==> src/rtl/score_controller.sv <==
// score_controller: Pong game-flow controller. Counts goals, sequences
// serve / point-pause / game-over and holds both player scores for display.
// Optional build macro SCORE_BLINK_EN: blinks the winner's score digit in OVER;
// when undefined the blank outputs are tied to 2'b00.
//
// state | meaning
// IDLE  | waiting for start, ball held, scores 0
// PLAY  | ball live, watching for goals
// PAUSE | ball held for PAUSE_CYCLES after a point
// OVER  | someone reached WIN_SCORE, waiting for start
module score_controller #(
  parameter int WIN_SCORE    = 3,
  parameter int PAUSE_CYCLES = 50_000_000,
  parameter int BLINK_CYCLES = 25_000_000
) (
  input  logic       CLK,
  input  logic       RESET,
  input  logic       start,
  input  logic       p1_goal,
  input  logic       p2_goal,
  output logic [3:0] p1_score,
  output logic [3:0] p2_score,
  output logic       ball_reset,
  output logic       serve_dir,
  output logic       game_over,
  output logic       winner,
  output logic [1:0] blank
);

  typedef enum logic [1:0] {IDLE, PLAY, PAUSE, OVER} state_t;

  localparam int PW = $clog2(PAUSE_CYCLES + 1);
  localparam logic [3:0]    WIN        = 4'(WIN_SCORE);
  localparam logic [PW-1:0] PAUSE_LAST = PW'(PAUSE_CYCLES - 1);

  state_t        state, state_nxt;
  logic [PW-1:0] pause_cnt, pause_cnt_nxt;
  logic [3:0]    p1_nxt, p2_nxt;
  logic          serve_nxt, winner_nxt, ball_reset_nxt, game_over_nxt;

  // Next-state and next-output decode; every register holds unless changed.
  always_comb begin
    state_nxt     = state;
    pause_cnt_nxt = '0;
    p1_nxt        = p1_score;
    p2_nxt        = p2_score;
    serve_nxt     = serve_dir;
    winner_nxt    = winner;
    case (state)
      IDLE: begin
        if (start) state_nxt = PLAY;
      end
      PLAY: begin
        if (p1_goal && !p2_goal) begin
          p1_nxt    = p1_score + 4'd1;
          serve_nxt = 1'b1;
          state_nxt = PAUSE;
        end else if (p2_goal && !p1_goal) begin
          p2_nxt    = p2_score + 4'd1;
          serve_nxt = 1'b0;
          state_nxt = PAUSE;
        end else if (p1_goal && p2_goal) begin
          // Simultaneous goals cancel out but still cost a pause.
          state_nxt = PAUSE;
        end
      end
      PAUSE: begin
        if (pause_cnt == PAUSE_LAST) begin
          if (p1_score == WIN) begin
            state_nxt  = OVER;
            winner_nxt = 1'b0;
          end else if (p2_score == WIN) begin
            state_nxt  = OVER;
            winner_nxt = 1'b1;
          end else begin
            state_nxt = PLAY;
          end
        end else begin
          pause_cnt_nxt = pause_cnt + 1'b1;
        end
      end
      OVER: begin
        if (start) begin
          state_nxt = IDLE;
          p1_nxt    = 4'd0;
          p2_nxt    = 4'd0;
        end
      end
      default: state_nxt = IDLE;
    endcase
    ball_reset_nxt = (state_nxt != PLAY);
    game_over_nxt  = (state_nxt == OVER);
  end

  // State and registered outputs; RESET overrides everything.
  always_ff @(posedge CLK) begin
    if (RESET) begin
      state      <= IDLE;
      pause_cnt  <= '0;
      p1_score   <= 4'd0;
      p2_score   <= 4'd0;
      ball_reset <= 1'b1;
      serve_dir  <= 1'b0;
      game_over  <= 1'b0;
      winner     <= 1'b0;
    end else begin
      state      <= state_nxt;
      pause_cnt  <= pause_cnt_nxt;
      p1_score   <= p1_nxt;
      p2_score   <= p2_nxt;
      ball_reset <= ball_reset_nxt;
      serve_dir  <= serve_nxt;
      game_over  <= game_over_nxt;
      winner     <= winner_nxt;
    end
  end

`ifdef SCORE_BLINK_EN
  localparam int BW = $clog2(BLINK_CYCLES + 1);
  localparam logic [BW-1:0] BLINK_LAST = BW'(BLINK_CYCLES - 1);

  logic [BW-1:0] blink_cnt;

  // Winner's digit toggles every BLINK_CYCLES while in OVER; cleared on exit.
  always_ff @(posedge CLK) begin
    if (RESET || state_nxt != OVER) begin
      blink_cnt <= '0;
      blank     <= 2'b00;
    end else if (state == OVER) begin
      if (blink_cnt == BLINK_LAST) begin
        blink_cnt <= '0;
        blank     <= blank ^ (winner ? 2'b01 : 2'b10);
      end else begin
        blink_cnt <= blink_cnt + 1'b1;
      end
    end
  end
`else
  assign blank = 2'b00;
`endif

endmodule
==> config.mk <==
export PLATFORM = sky130hd
export DESIGN_NAME = score_controller
export DESIGN_NICKNAME = d
export VERILOG_FILES = /design/src/rtl/score_controller.sv
export SDC_FILE = /design/constraint.sdc
export NUM_CORES = 1
export LEC_CHECK = 0
export ABC_AREA = 0
export CAP_MARGIN = 20
export CORE_UTILIZATION = 29
export DETAILED_ROUTE_END_ITERATION = 12
export GPL_ROUTABILITY_DRIVEN = 0
export PLACE_DENSITY = 0.5
export SLEW_MARGIN = 20
export SYNTH_ARGS = -nofsm -noshare
export SYNTH_HDL_FRONTEND = slang
export SYNTH_SLANG_ARGS = --single-unit
==> constraint.sdc <==
create_clock -name CLK -period 2.99 [get_ports CLK]
set_clock_uncertainty 0.15 [all_clocks]
set_input_delay 0.4485 -clock CLK [delete_from_list [all_inputs] [get_ports CLK]]
set_output_delay 0.4485 -clock CLK [all_outputs]
set_load 0.1 [all_outputs]
==> flow_summary.yaml <==
sta:
  finalSetupViolCount: 0
  fmax_mhz: 403
  period_share: 0.829
  rsz0062_at_grt: "false"
  slew_headroom: 0.595
  max_slew.worst_pin.slew_ps: 599
  slew_viol_final: 0
  final.setup.tns_ps: 0
  hold_viol: 0
  period_needed_ps: 2480
cts:
  cts-htree-levels: 2
  insertion_delay_ps: 290
  cts.path.max_buffers: 2
  post_cts.repair.setup_buffers: 0
  ctsResizeCount: 0
  clock-sinks: 40
  cts_made_buffers: 5
  holdBufCountCts: 0
  root_buffer: "clkbuf_8"
  cts_tree: "built"
  path_clk_slew_ps: 70
route:
  drt-met1-wl_mm: 2.13
  vias: 1675
  ant_nets: 0
  vias_per_cell: 5.05
  routed.top_layer: "met4"
  dr.pass1.iters: 4
  drt-total-wl_mm: 4.08
  wl_met2_mm: 1.77
  wl_met3_um: 130
  drtIter0Drc: 58
  routed_wire_length_per_instance_um: 12.3
  drc: 0
yosys:
  ys_ff_latch: 40
  synth_adder_area_share: 0.0372
  async_flop_share: 0
  yosys.area_share.simple: 0.299
  synthFlopType: "dfxtp_1"
  avgSynthCellArea_sq_um: 8.52
  yosys_warnings: 0
  synth_cells: 237
  synthMuxAreaShare: 0.0105
  synth_area_sq_mm: 0.00202
  ys_types: 46
  synth-xor-area-share: 0.0608
  synth-edff-count: 0
  synth_top_family_by_area: "simple AND/OR/NAND/NOR gates"
  synth_compound_area_frac: 0.139
  yosysSeqAreaShare: 0.397
finish:
  layout_commonest_cell: "dfxtp_1"
  num-fill-cells: 703
  mostFrequentLayoutCells: "40 x dfxtp_1, 25 x nor2_1, 19 x a21oi_1, 13 x buf_4"
  fin_nets: 262
  drive_gt1_frac: 0.107
  area_growth_pct: 14.0
  diodes: 0
pwr:
  power_density_mw_per_mm2: 445
  clockPowerShare: 0.353
  p_total_mw: 1.02
  seq_power_share: 0.541
  p_comb_frac: 0.106
  switching_share: 0.256
  internal_power_mw: 0.761
  irDropWorstVdd_uv: 206
  p_leak_nw: 0.737
  switching_power_mw: 0.262
global_routing:
  grt_pass1_vias: 1556
  antenna_found_initial: 0
  grt_pass1_wl_mm: 7.33
  gr-usage-all-layers: 0.126
  grt_max_degree: 18
  grt_overflow: 0
floorplanning:
  die_y_um: 85.4
  core_area_sq_mm: 0.00676
  die-area_sq_mm: 0.00730
  die_w_um: 85.4
  rows: 30
  start_util: 0.299
  ioPinCount: 19
critical_path:
  worstPathMaxFanout: 9
  timing.rr.start: "pause_cnt[15]"
  worstSetupEndpoint: "p2_score[3]"
  required_ps: 3060
  reg2reg_slack_ps: 630
  crit_type: "primary input to flip-flop"
  crit_path_end_kind: "flip-flop"
  reg2reg_to: "pause_cnt[18]"
  r2r_cells: 5
  cp.arrival_ps: 2550
  crit_start: "p2_goal"
  critPathLaunchType: "primary input"
placement:
  hpwl_mm: 2.88
  place.port_buffers: 16
status:
  status: "finished clean"
min_path:
  min_path_type: "flip-flop to flip-flop"
run:
  maxCapViolations: 0
-- per-layer routing --
layer | GRT usage | vias to the layer above
li1 | - | 878
met1 | 0.165 | 773
met2 | 0.195 | 19
met3 | 0.0340 | 5
met4 | 0.0515 | 0
met5 | 0 | -
-- synth_stat cells, types with 5 or more instances --
master | count | area (sq um)
dfxtp_1 | 40 | 801
nor2_1 | 25 | 93.8
a21oi_1 | 19 | 95.1
inv_1 | 11 | 41.3
nand2_1 | 11 | 41.3
nand3_1 | 11 | 55.1
o21ai_0 | 10 | 50.1
nand4_1 | 9 | 56.3
or4_1 | 9 | 67.6
xnor2_1 | 9 | 78.8
or3_1 | 8 | 50.1
clkbuf_1 | 7 | 26.3
ha_1 | 6 | 75.1
nor3_1 | 6 | 30.0
o31ai_1 | 6 | 45.0
nor4_1 | 5 | 31.3
xor2_1 | 5 | 43.8
-- power groups by stage --
stage / Clock, mW / Combinational (mW) / Sequential [mW]
3_3_place_gp: 0 / 0.109 / 0.565
5_1_grt: 0.400 / 0.116 / 0.555
4_1_cts: 0.380 / 0.109 / 0.553
3_5_place_dp: 0 / 0.108 / 0.566
2_1_floorplan: 0 / 0.0578 / 0.592
6_report: 0.362 / 0.108 / 0.553
-- layout make-up --
type,count,area (sq um),area share
Clock buffer,8,90.1,0.0392
Inverter,11,41.3,0.0179
Multi-Input combinational cell,175,1110,0.483
Sequential cell,40,801,0.348
Tap cell,80,100,0.0435
Timing Repair Buffer,18,158,0.0685
-- per-stage QoR --
| stage | hold WS [ps] | std cells | utilization | instance area, sq um | setup WS [ps] |
|---|---|---|---|---|---|
| floorplan | 267 | 238 | - | 2020 | 841 |
| global placement | 281 | 324 | 0.327 | 2210 | 225 |
| detailed placement | 285 | 324 | 0.327 | 2210 | 214 |
| CTS | 296 | 332 | 0.341 | 2300 | 521 |
| global route | 327 | 332 | 0.341 | 2300 | 265 |
| finish | 295 | 332 | 0.341 | 2300 | 511 |
-- sequential cells by signal, indices dropped and copies added (netlist names) --
register / cells
p1_score: 4
serve_dir: 1
winner: 1
p2_score: 4
game_over: 1
pause_cnt: 26
state: 2
ball_reset: 1
-- worst max-delay path, stage by stage --
cell and delay (ps):
clkdlybuf4s50_1 530, inv_1 60, ha_1 270, nor4bb_1 590, nor2_1 150, or3_1 370
a21oi_1 130
-- logic make-up after synthesis --
| family | count (synthesis) |
|---|---|
| multiplexers | 2 |
| AO/OA/AOI/OAI | 45 |
| buffers and inverters | 23 |
| XOR/XNOR | 14 |
| AND/OR/NAND/NOR | 106 |
| adder cells (fa/ha/maj) | 6 |
| other | 1 |
| flip-flops | 40 |
-- worst min-delay path by stage --
stage / depth (start not counted) / slack [ps] / start / to
floorplan: 1 / 270 / pause_cnt[0] / pause_cnt[0]
global placement: 1 / 280 / pause_cnt[0] / pause_cnt[0]
detailed placement: 1 / 290 / pause_cnt[0] / pause_cnt[0]
CTS: 1 / 300 / pause_cnt[0] / pause_cnt[0]
global route: 1 / 330 / pause_cnt[0] / pause_cnt[0]
finish: 1 / 290 / pause_cnt[0] / pause_cnt[0]
Note: power is estimated with default switching activity, not from simulation.
